$ cat src/rtl/pwm_gen_pkg.sv
// Shared types for the emulator PWM source (pwm_gen_digital, pwm_deadtime).
// Dead-time logic is built only when PWM_GEN_DEADTIME_EN is defined.
package pwm_gen_pkg;

    localparam int unsigned CNT_W      = 16;
    localparam int unsigned DEAD_CNT_W = 8;

    typedef logic [CNT_W-1:0] cnt_t;

    typedef enum logic {
        IDLE = 1'b0,
        RUN  = 1'b1
    } state_t;

endpackage

$ cat src/rtl/pwm_deadtime.sv
// Turns the raw PWM level into out/out_n, keeping the rising side low for DEAD_CYCLES
// after every raw edge. Used by pwm_gen_digital only when PWM_GEN_DEADTIME_EN is defined.
module pwm_deadtime
    import pwm_gen_pkg::*;
#(
    parameter int unsigned DEAD_CYCLES = 2
) (
    input  logic clk,
    input  logic rst,
    input  logic active,
    input  logic raw,
    output logic out,
    output logic out_n
);

    logic                  raw_q;
    logic [DEAD_CNT_W-1:0] dead_cnt;
    logic                  edge_c;

    // A raw edge starts a new both-low gap; zero dead time passes raw straight through.
    always_comb begin
        edge_c = (raw != raw_q) && (DEAD_CYCLES != 0);
    end

    always_ff @(posedge clk) begin
        if (rst || !active) begin
            raw_q    <= 1'b0;
            dead_cnt <= '0;
            out      <= 1'b0;
            out_n    <= 1'b0;
        end else begin
            raw_q <= raw;
            if (edge_c) begin
                dead_cnt <= DEAD_CNT_W'(DEAD_CYCLES - 1);
                out      <= 1'b0;
                out_n    <= 1'b0;
            end else if (dead_cnt != '0) begin
                dead_cnt <= dead_cnt - DEAD_CNT_W'(1);
                out      <= 1'b0;
                out_n    <= 1'b0;
            end else begin
                out   <= raw;
                out_n <= !raw;
            end
        end
    end

endmodule

$ cat src/rtl/pwm_gen_digital.sv
// Period-counter PWM source with a glitch-free valid/ready config slot applied at wrap.
// Define PWM_GEN_DEADTIME_EN to insert dead time between out and out_n.
module pwm_gen_digital
    import pwm_gen_pkg::*;
#(
    parameter int unsigned CNT_WIDTH      = CNT_W,
    parameter int unsigned DEFAULT_PERIOD = 100,
    parameter int unsigned DEFAULT_DUTY   = 50,
    parameter int unsigned DEAD_CYCLES    = 2
) (
    input  logic                 emu_clk,
    input  logic                 emu_rst,
    input  logic                 en,
    input  logic                 cfg_valid,
    output logic                 cfg_ready,
    input  logic [CNT_WIDTH-1:0] period_in,
    input  logic [CNT_WIDTH-1:0] duty_in,
    output logic                 out,
    output logic                 out_n,
    output logic                 cycle_start
);

    if (DEFAULT_PERIOD < 1 || DEAD_CYCLES >= (32'd1 << DEAD_CNT_W)) begin : g_param_check
        $error("pwm_gen_digital: DEFAULT_PERIOD must be >= 1 and DEAD_CYCLES must fit DEAD_CNT_W");
    end

    state_t               state;
    state_t               state_nxt;
    logic [CNT_WIDTH-1:0] cnt;
    logic [CNT_WIDTH-1:0] period_act;
    logic [CNT_WIDTH-1:0] duty_act;
    logic [CNT_WIDTH-1:0] pend_period;
    logic [CNT_WIDTH-1:0] pend_duty;
    logic                 pend_valid;
    logic                 run_c;
    logic                 wrap_c;
    logic                 raw_c;
    logic                 xfer_c;
    logic                 apply_c;
    logic                 pend_nxt_c;
    logic [CNT_WIDTH-1:0] period_fix_c;

    always_ff @(posedge emu_clk) begin
        if (emu_rst) begin
            state <= IDLE;
        end else begin
            state <= state_nxt;
        end
    end

    // Counting only happens on cycles that stay in RUN; dropping en clears cnt at once.
    always_comb begin
        state_nxt    = state;
        run_c        = 1'b0;
        case (state)
            IDLE: begin
                if (en) begin
                    state_nxt = RUN;
                end
            end
            RUN: begin
                if (!en) begin
                    state_nxt = IDLE;
                end else begin
                    run_c = 1'b1;
                end
            end
        endcase
        wrap_c       = run_c && (cnt == period_act - CNT_WIDTH'(1));
        raw_c        = run_c && (cnt < duty_act);
        xfer_c       = cfg_valid && cfg_ready;
        apply_c      = pend_valid && (wrap_c || (state == IDLE));
        pend_nxt_c   = xfer_c || (pend_valid && !apply_c);
        period_fix_c = (period_in == '0) ? CNT_WIDTH'(1) : period_in;
    end

    // Apply reads the old slot contents, so a transfer on a wrap edge waits one more period.
    always_ff @(posedge emu_clk) begin
        if (emu_rst) begin
            cnt         <= '0;
            period_act  <= CNT_WIDTH'(DEFAULT_PERIOD);
            duty_act    <= CNT_WIDTH'(DEFAULT_DUTY);
            pend_period <= '0;
            pend_duty   <= '0;
            pend_valid  <= 1'b0;
            cfg_ready   <= 1'b1;
            cycle_start <= 1'b0;
        end else begin
            cnt <= (run_c && !wrap_c) ? cnt + CNT_WIDTH'(1) : '0;
            if (apply_c) begin
                period_act <= pend_period;
                duty_act   <= pend_duty;
            end
            if (xfer_c) begin
                pend_period <= period_fix_c;
                pend_duty   <= duty_in;
            end
            pend_valid  <= pend_nxt_c;
            cfg_ready   <= !pend_nxt_c;
            cycle_start <= run_c && (cnt == '0);
        end
    end

`ifdef PWM_GEN_DEADTIME_EN
    pwm_deadtime #(
        .DEAD_CYCLES (DEAD_CYCLES)
    ) u_deadtime (
        .clk    (emu_clk),
        .rst    (emu_rst),
        .active (run_c),
        .raw    (raw_c),
        .out    (out),
        .out_n  (out_n)
    );
`else
    always_ff @(posedge emu_clk) begin
        if (emu_rst) begin
            out   <= 1'b0;
            out_n <= 1'b0;
        end else begin
            out   <= raw_c;
            out_n <= run_c && !raw_c;
        end
    end
`endif

endmodule

$ cat config.mk
export PLATFORM = sky130hd
export DESIGN_NAME = pwm_gen_digital
export DESIGN_NICKNAME = d
export VERILOG_FILES = /design/src/rtl/pwm_gen_pkg.sv /design/src/rtl/pwm_deadtime.sv /design/src/rtl/pwm_gen_digital.sv
export SDC_FILE = /design/constraint.sdc
export NUM_CORES = 1
export LEC_CHECK = 0
export ABC_CLOCK_PERIOD_IN_PS = 3950
export CAP_MARGIN = 20
export CORE_MARGIN = 2
export CORE_UTILIZATION = 45
export CTS_CLUSTER_DIAMETER = 100
export DETAILED_ROUTE_END_ITERATION = 10
export GPL_TIMING_DRIVEN = 1
export HOLD_SLACK_MARGIN = 0.08
export PLACE_DENSITY = 0.73
export SYNTH_ARGS = -nofsm -noshare
export SYNTH_HDL_FRONTEND = slang
export SYNTH_SLANG_ARGS = --single-unit
$ cat constraint.sdc
create_clock -name emu_clk -period 3.95 [get_ports emu_clk]
set_input_delay 0.5925 -clock emu_clk [delete_from_list [all_inputs] [get_ports emu_clk]]
set_output_delay 0.5925 -clock emu_clk [all_outputs]
set_load 0.005 [all_outputs]
After elaboration in Yosys (flattened, before gate mapping)
Cells that the tools add are included.
Word-level totals
  register bits: 86
  bits of input ports: 36
  output and inout port bits: 4
  word-level logic and storage cells: 37
Cells by class
  $add $sub $neg: 2
  $lt $le $gt $ge: 1
  equality and inequality tests: 1
  muxes and demuxes: 3
  bitwise operators: 2
  reduce and logical (&&, ||, !) cells: 17
Operators by type and width (number)
  zero test 16 bit: 2
  adder 16 x 1 -> 16 bit, second input constant: 1
  equality test 16 bit: 1
  less-than comparator 16 bit: 1
  2-to-1 mux 16 bit: 1
  subtractor 16 x 1 -> 16 bit, second input constant: 1
  logical AND 1 bit: 8
  zero test 1 bit: 4
  logical OR 1 bit: 2
  2-to-1 mux 1 bit: 2
  NOT 1 bit: 2
  OR reduction 2 bit: 1

Logic depth before layout (Yosys ltp)
Gate-level depths: netlist (run 1).
  depth after elaboration: 9
  gate-level depth with buffers: 10
  mapped depth without buffers: 9

Least setup slack after synthesis (run 1)
OpenSTA, ideal clock, no wires.
  kind: register to register
  start point: register period_act[4]
  end point: register duty_act[0]
  library setup time: 0.072 ns
  data arrival time: 2.660 ns
  data required time: 3.878 ns
  setup slack: 1.218 ns
  cell stages (with the launch flop): 10
  buffers on the path: 2
  period minus slack after synthesis: 2.732 ns
  path through: dfxtp_1 -> buf_2 -> nor4_2 -> nand3_1 -> or3_1 -> xnor2_1 -> or3_1 -> o41ai_4 -> buf_6 -> mux2i_1
Between the ends
  word-level cells in the longest chain between the ends: 5
RTL lines
  from (decl): line pwm_gen_digital.sv:30  | logic [CNT_WIDTH-1:0] period_act;
  from (signal assigned): line pwm_gen_digital.sv:81  | period_act <= CNT_WIDTH'(DEFAULT_PERIOD);
  from (signal assigned): line pwm_gen_digital.sv:91  | period_act <= pend_period;
  subtractor 16 x 1 -> 16 bit: line pwm_gen_digital.sv:69  | wrap_c = run_c && (cnt == period_act - CNT_WIDTH'(1));
  equality test 16 bit: line pwm_gen_digital.sv:69
  logical AND 1 bit: line pwm_gen_digital.sv:69
  logical OR 1 bit: line pwm_gen_digital.sv:72  | apply_c = pend_valid && (wrap_c || (state == IDLE));
  logical AND 1 bit: line pwm_gen_digital.sv:72
  to (signal assigned): line pwm_gen_digital.sv:82  | duty_act <= CNT_WIDTH'(DEFAULT_DUTY);
  to (signal assigned): line pwm_gen_digital.sv:92  | duty_act <= pend_duty;
  to (decl): line pwm_gen_digital.sv:31  | logic [CNT_WIDTH-1:0] duty_act;
No other way between the ends.
A chain may end at the register's enable or synchronous reset.

Worst setup path after layout (run 1)
  start point: register period_act[7]
  end point: register period_act[2]
Between the ends
  word-level cells in the longest chain between the ends: 5
RTL lines (line)
  subtractor 16 x 1 -> 16 bit: pwm_gen_digital.sv:69
  equality test 16 bit: pwm_gen_digital.sv:69
  logical AND 1 bit: pwm_gen_digital.sv:69
  logical OR 1 bit: pwm_gen_digital.sv:72
  logical AND 1 bit: pwm_gen_digital.sv:72
No other way between the ends.

==> flow_summary.toml, run 1 <==
[setup_path]
setup.worst_path.end_class = "register"
worstPathRequired_ns = 4.24
worst-path-max-fanout = 32
slowest_delay_ns = 0.49
worstRegToRegCells = 8
worst_path_dominant_cell_family = "simple AND/OR/NAND/NOR gates"
regToRegStartpoint = "period_act[7]$_SDFFE_PP0P_"
worst-r2r-setup-slack_ns = 0.85
startpoint_types = "register"
r2r_end = "period_act[2]$_SDFFE_PP1P_"
timing.critical_path.mode_cell = "sky130_fd_sc_hd__or3_1"
worst-path-buf-inv = 1
worst-endpoint-arrival_ns = 3.39
timing.setup.critical_path_class = "reg2reg"
worstPathCellList = "nor4_1, nand3_1, or3_1, xnor2_1, or3_1, o41ai_4, buf_4, mux2i_1"
cpMaxStageDelayCell = "sky130_fd_sc_hd__buf_4"

[route]
avgRoutedWirePerCell_um = 13.6
drtAntennaViolNets = 0
met1_length_um = 4480
route.detailed.vias_per_inst = 5.14
drt_pre_antenna_iters = 4
drtIter0Drc = 142
routed.top_layer = "met4"
wl_met2_um = 4130
remaining_drc_errors = 0
total_wire_length_after_detailed_routing_um = 9140
wl_met3_um = 401
vias = 3457

[timing]
finalSetupViolations = 0
rsz0062_at_grt = "false"
worst-slew-pin-transition_ns = 0.660
layout_worst_path_cycle_share_pct = 78.5
clock-skew-final_ns = 0.0219
relSlewSlack_pct = 56.0
achievable-frequency_mhz = 323
post-route-min-period_ns = 3.10
timing.final.max_slew_violations = 0
setup_slack_ns = 0.849
final.hold.worst_slack_ns = 0.459
setup_tns_ns = 0
finalHoldViolations = 0

[clocking]
clock-sinks = 86
cts_post_setup_buffers_inserted = 0
cts_root_buffer = "sky130_fd_sc_hd__clkbuf_8"
cts-buffers-inserted = 9
post_cts_resize_count = 0
cts_tree = "done"
cts.clk_slew.worst_paths_ns = 0.10
clock_tree.htree_level_count = 3
insertion_delay_ns = 0.37
ctsHoldBuffers = 0
cts_buffer_depth = 2

[global_routing]
track_usage_pct = 19.0
grt_start_max_net_pins = 45
first_global_vias = 3185
grt_pass1_wl_um = 15600
overflow = 0
grt_antenna_before_repair = 0

[power_and_ir_drop]
seq_power_share_pct = 53.8
netSwitchingFraction_pct = 27.4
clockPowerShare_pct = 35.1
combinationalPowerShare_pct = 11.2
static-leakage-power_nw = 1.87
p_total_mw = 1.72
power_density_nw_per_um2 = 340
vdd_ir_drop_max_mv = 0.250
netSwitchingPower_mw = 0.471
internal_power_mw = 1.25

[floorplanning]
die_area_um2 = 10600
design.core.area_um2 = 9640
start_util_pct = 45.5
io_pins = 40
die_height_um = 103
row_count = 36
dieWidth_um = 103

[placement]
place.gp.congestion = 0.856
place.detailed.instances = 654
dpl_worst_slack_ns = 0.848
dpl.hpwl_um = 6580
count_of_input_and_output_buffers = 39

[finish]
antenna_cells_inserted = 0
layout_commonest_cell = "sky130_fd_sc_hd__dfxtp_1"
multi_input_gate_area_um2 = 2440
drive_gt1_share_pct = 5.94
final-instance-count-excl-fill = 672
area_growth_syn_to_layout_pct = 15.2
final-seq-area_um2 = 1720
fillerInstances = 911
layout_common_cells = "sky130_fd_sc_hd__dfxtp_1, sky130_fd_sc_hd__nand2_1, sky130_fd_sc_hd__nand2b_1"
number_of_nets_at_the_end_of_the_flow = 588

[synthesis]
synth-edff-count = 0
yosysTopAreaCellShare_pct = 39.2
synth-main-ff-cell = "sky130_fd_sc_hd__dfxtp_1"
synth_cell_types = 52
postSynth.asyncResetShare_pct = 0
synth-seq-area-share_pct = 39.2
synthesis.instances = 509
synth-warning-count = 0
postSynthAreaPerCell_um2 = 8.63
flip_flop_and_latch_count_after_synthesis = 86
synth.area.top_cells = "sky130_fd_sc_hd__dfxtp_1, sky130_fd_sc_hd__nand2b_1, sky130_fd_sc_hd__mux2i_1, sky130_fd_sc_hd__nand2_1, sky130_fd_sc_hd__ha_1"
syn-num-nets = 563
post_syn_area_um2 = 4390
synth_area_leader_cell = "sky130_fd_sc_hd__dfxtp_1"

[worst_hold_path]
whs_endpoint = "pend_duty[11]$_SDFFE_PP0P_"
hold_path.class = "reg2reg"
hold-path-cell-count = 2
min_from = "pend_duty[11]$_SDFFE_PP0P_"

[run_status]
status = "complete, no violations"

[job]
cap_violations = 0
-- synth_stat cells (10+ instances only) --
master and n:
sky130_fd_sc_hd__xnor2_1 22, sky130_fd_sc_hd__nor4_1 10, sky130_fd_sc_hd__ha_1 18, sky130_fd_sc_hd__nand2b_1 54
sky130_fd_sc_hd__dfxtp_1 86, sky130_fd_sc_hd__nand3_1 13, sky130_fd_sc_hd__nand2_1 70, sky130_fd_sc_hd__xor2_1 15
sky130_fd_sc_hd__a21oi_1 33, sky130_fd_sc_hd__mux2i_1 33, sky130_fd_sc_hd__inv_1 22, sky130_fd_sc_hd__nor2_1 34
sky130_fd_sc_hd__clkbuf_1 21
-- flip-flops by register name (all words and copies together), names as in the netlist --
| signal | flops |
|---|---|
| cfg_ready | 1 |
| pend_duty | 16 |
| pend_valid | 1 |
| cnt | 16 |
| duty_act | 16 |
| out | 1 |
| state | 1 |
| cycle_start | 1 |
| period_act | 16 |
| pend_period | 16 |
| out_n | 1 |
-- kinds of logic (layout without fill, tap and decap cells) --
family          after synthesis  after routing  share of synthesized area [%]
compound gates               62             62                           9.49
xor+xnor                     37             37                           7.38
fa+ha+maj                    18             18                           5.13
buf+inv                      52             82                           5.24
flops                        86             86                           39.2
mux                          33             33                           7.52
simple gates                221            221                           26.0
-- worst max-delay path by stage --
stage	to	slack [ns]	start	cells past startpoint
after CTS	period_act[2]$_SDFFE_PP1P_	0.82	period_act[7]$_SDFFE_PP0P_	8
after global placement	period_act[4]$_SDFFE_PP0P_	1.00	period_act[3]$_SDFFE_PP0P_	8
final	period_act[2]$_SDFFE_PP1P_	0.85	period_act[7]$_SDFFE_PP0P_	8
after global routing	period_act[10]$_SDFFE_PP0P_	0.60	period_act[7]$_SDFFE_PP0P_	8
after floorplan	duty_act[0]$_SDFFE_PP0P_	1.22	period_act[4]$_SDFFE_PP0P_	9
after detailed placement	duty_act[10]$_SDFFE_PP0P_	0.85	period_act[7]$_SDFFE_PP0P_	8
-- per-layer routing --
layer,vias to the layer above,track usage (%)
met5,-,0
met4,0,6.88
met3,9,3.25
met2,67,29.9
met1,1613,26.4
li1,1768,-
-- area by class of cell --
cell class	instances	area share [%]
clock buffers	9	2.45
well taps	133	3.29
clock inverters	7	1.46
multi-input cells	371	48.2
flip-flops and latches	86	34.0
repair buffers	44	8.91
inverters	22	1.63
-- power by group through the flow --
stage | logic [mW] | registers, mW | clock network (mW)
2_1_floorplan | 0.131 | 0.935 | 0
3_3_place_gp | 0.181 | 0.942 | 0
3_5_place_dp | 0.186 | 0.944 | 0
4_1_cts | 0.186 | 0.924 | 0.623
5_1_grt | 0.214 | 0.929 | 0.652
6_report | 0.192 | 0.924 | 0.603
-- through the flow --
step,util [%],cell area [um^2]
after floorplan,-,4390
after global placement,50.0,4820
after detailed placement,50.0,4820
after CTS,52.0,5010
after global routing,52.5,5060
final,52.5,5060
-- worst min-delay path, delay by kind of cell, from the launching register on --
family             cells  cell delay [ns]
DFF                    1             0.32
and+or+nand+nor        1             0.05
AOI/OAI and AO/OA      1             0.05
(Power assumes the default switching activity.)
==> run 2, diff against run 1 <==
- ABC_CLOCK_PERIOD_IN_PS: 3950 -> 2900
- clock period: 3.95 -> 2.9 ns (I/O delays scaled with it)
==> run 2 against run 1 <==
Register-to-register slack got worse by 0.81 ns. Non-clock buffer count increased by 18. Combinational power increased by 48%. Largest power group unchanged. Clock skew decreased by 0.0083 ns. Sequential share of layout area decreased by 0.96 points. Sequential power increased by 35%. Clock power increased by 19%.
==> flow_summary.toml, run 2 (synthesis results as in run 1) <==
[run_status]
status = "complete, no violations"

[clocking]
ctsHoldBuffers = 0
clock-sinks = 86
insertion_delay_ns = 0.36
cts_tree = "done"
cts-buffers-inserted = 9
cts_root_buffer = "sky130_fd_sc_hd__clkbuf_8"
cts_buffer_depth = 2
clock_tree.htree_level_count = 3
cts.clk_slew.worst_paths_ns = 0.08

[route]
drtAntennaViolNets = 0
drtIter0Drc = 219
remaining_drc_errors = 0
drt_pre_antenna_iters = 5
total_wire_length_after_detailed_routing_um = 10000
avgRoutedWirePerCell_um = 14.5
route.detailed.vias_per_inst = 5.27
vias = 3633

[finish]
layout_commonest_cell = "sky130_fd_sc_hd__dfxtp_1"
drive_gt1_share_pct = 9.35
number_of_nets_at_the_end_of_the_flow = 606
final-instance-count-excl-fill = 689
antenna_cells_inserted = 0
layout_common_cells = "sky130_fd_sc_hd__dfxtp_1, sky130_fd_sc_hd__nand2_1, sky130_fd_sc_hd__nand2b_1"
area_growth_syn_to_layout_pct = 18.6

[timing]
setup_slack_ns = 0.0377
post-route-min-period_ns = 2.86
final.hold.worst_slack_ns = 0.456
achievable-frequency_mhz = 349
timing.final.max_slew_violations = 0
finalSetupViolations = 0
setup_tns_ns = 0
rsz0062_at_grt = "true"
relSlewSlack_pct = 58.9
finalHoldViolations = 0
clock-skew-final_ns = 0.0136
worst-slew-pin-transition_ns = 0.616
layout_worst_path_cycle_share_pct = 98.7

[setup_path]
worst-endpoint-arrival_ns = 3.15
worst-path-max-fanout = 14
startpoint_types = "register"
setup.worst_path.end_class = "register"
timing.setup.critical_path_class = "reg2reg"
worstPathRequired_ns = 3.19

[floorplanning]
die_area_um2 = 10600
die_height_um = 103
start_util_pct = 45.5
design.core.area_um2 = 9640
io_pins = 40
row_count = 36
dieWidth_um = 103

[power_and_ir_drop]
internal_power_mw = 1.67
seq_power_share_pct = 55.6
netSwitchingPower_mw = 0.585
power_density_nw_per_um2 = 433
p_total_mw = 2.26
clockPowerShare_pct = 31.7
vdd_ir_drop_max_mv = 0.337
static-leakage-power_nw = 1.93
netSwitchingFraction_pct = 25.9
combinationalPowerShare_pct = 12.7

[placement]
count_of_input_and_output_buffers = 39
place.detailed.instances = 668
dpl.hpwl_um = 7080
place.gp.congestion = 0.881
dpl_worst_slack_ns = 0.00440

[global_routing]
grtUsageMet3_pct = 5.42
overflow = 0
grt_pass1_wl_um = 15900
grt.met2_usage_pct = 31.1
track_usage_pct = 19.5
grt_start_max_net_pins = 70
use_met1_pct = 25.4
first_global_vias = 3306
grt_antenna_before_repair = 0
grt.busiest_layer = "met2"

[job]
cap_violations = 0

[worst_hold_path]
hold_path.class = "reg2reg"
[run 2: critical path: stages, from the launching register on]
cell and delay (ns):
sky130_fd_sc_hd__dfxtp_1 0.34, sky130_fd_sc_hd__buf_4 0.16, sky130_fd_sc_hd__nor3_1 0.51, sky130_fd_sc_hd__nand4b_1 0.26
sky130_fd_sc_hd__o31ai_2 0.41, sky130_fd_sc_hd__nand4_4 0.16, sky130_fd_sc_hd__o41ai_4 0.34, sky130_fd_sc_hd__buf_4 0.21
sky130_fd_sc_hd__buf_8 0.20, sky130_fd_sc_hd__mux2i_1 0.21
[run 2: stage by stage]
step / cell area, um^2 / util (%)
after floorplan: 4390 / -
after global placement: 4950 / 51.3
after detailed placement: 4950 / 51.3
after CTS: 5120 / 53.1
after global routing: 5210 / 54.0
final: 5210 / 54.0
[run 2: repair_timing]
| item | 4_1_cts | 5_1_grt |
|---|---|---|
| setup buffers | 0 | 4 |
| pin swaps | 0 | 3 |
| endpoints found under the setup margin | 2 | 30 |
| gates cloned | 0 | 2 |
| resized for setup | 2 | 8 |
[run 2: power groups by stage]
stage / clock network, mW / logic [mW] / registers [mW]
finish: 0.716 / 0.285 / 1.25
global route: 0.779 / 0.315 / 1.26
CTS: 0.728 / 0.275 / 1.25
detailed placement: 0 / 0.273 / 1.28
global placement: 0 / 0.266 / 1.28
floorplan: 0 / 0.179 / 1.27
[run 2: layer usage]
layer	share of wire, %	wire (um)
met1	45	4530
met2	47	4660
met3	6.0	601
met4	2.1	211
met5	0	0
[run 2: final cells by class]
cell class | instances | area, um^2
fillers | 899 | 4430
repair buffers | 62 | 599
clock inverters | 5 | 27.5
multi-input cells | 371 | 2480
clock buffers | 10 | 128
flip-flops and latches | 86 | 1720
inverters | 22 | 82.6
well taps | 133 | 166
[run 2: final timing paths]
path,from,to,slack [ns],depth (start not counted)
worst min register to register,pend_period[12]$_SDFFE_PP0P_,pend_period[12]$_SDFFE_PP0P_,0.46,2
worst max register to register,period_act[3]$_SDFFE_PP0P_,period_act[8]$_SDFFE_PP0P_,0.04,9
worst min-delay path,pend_period[12]$_SDFFE_PP0P_,pend_period[12]$_SDFFE_PP0P_,0.46,2
worst max-delay path,period_act[3]$_SDFFE_PP0P_,period_act[8]$_SDFFE_PP0P_,0.04,9
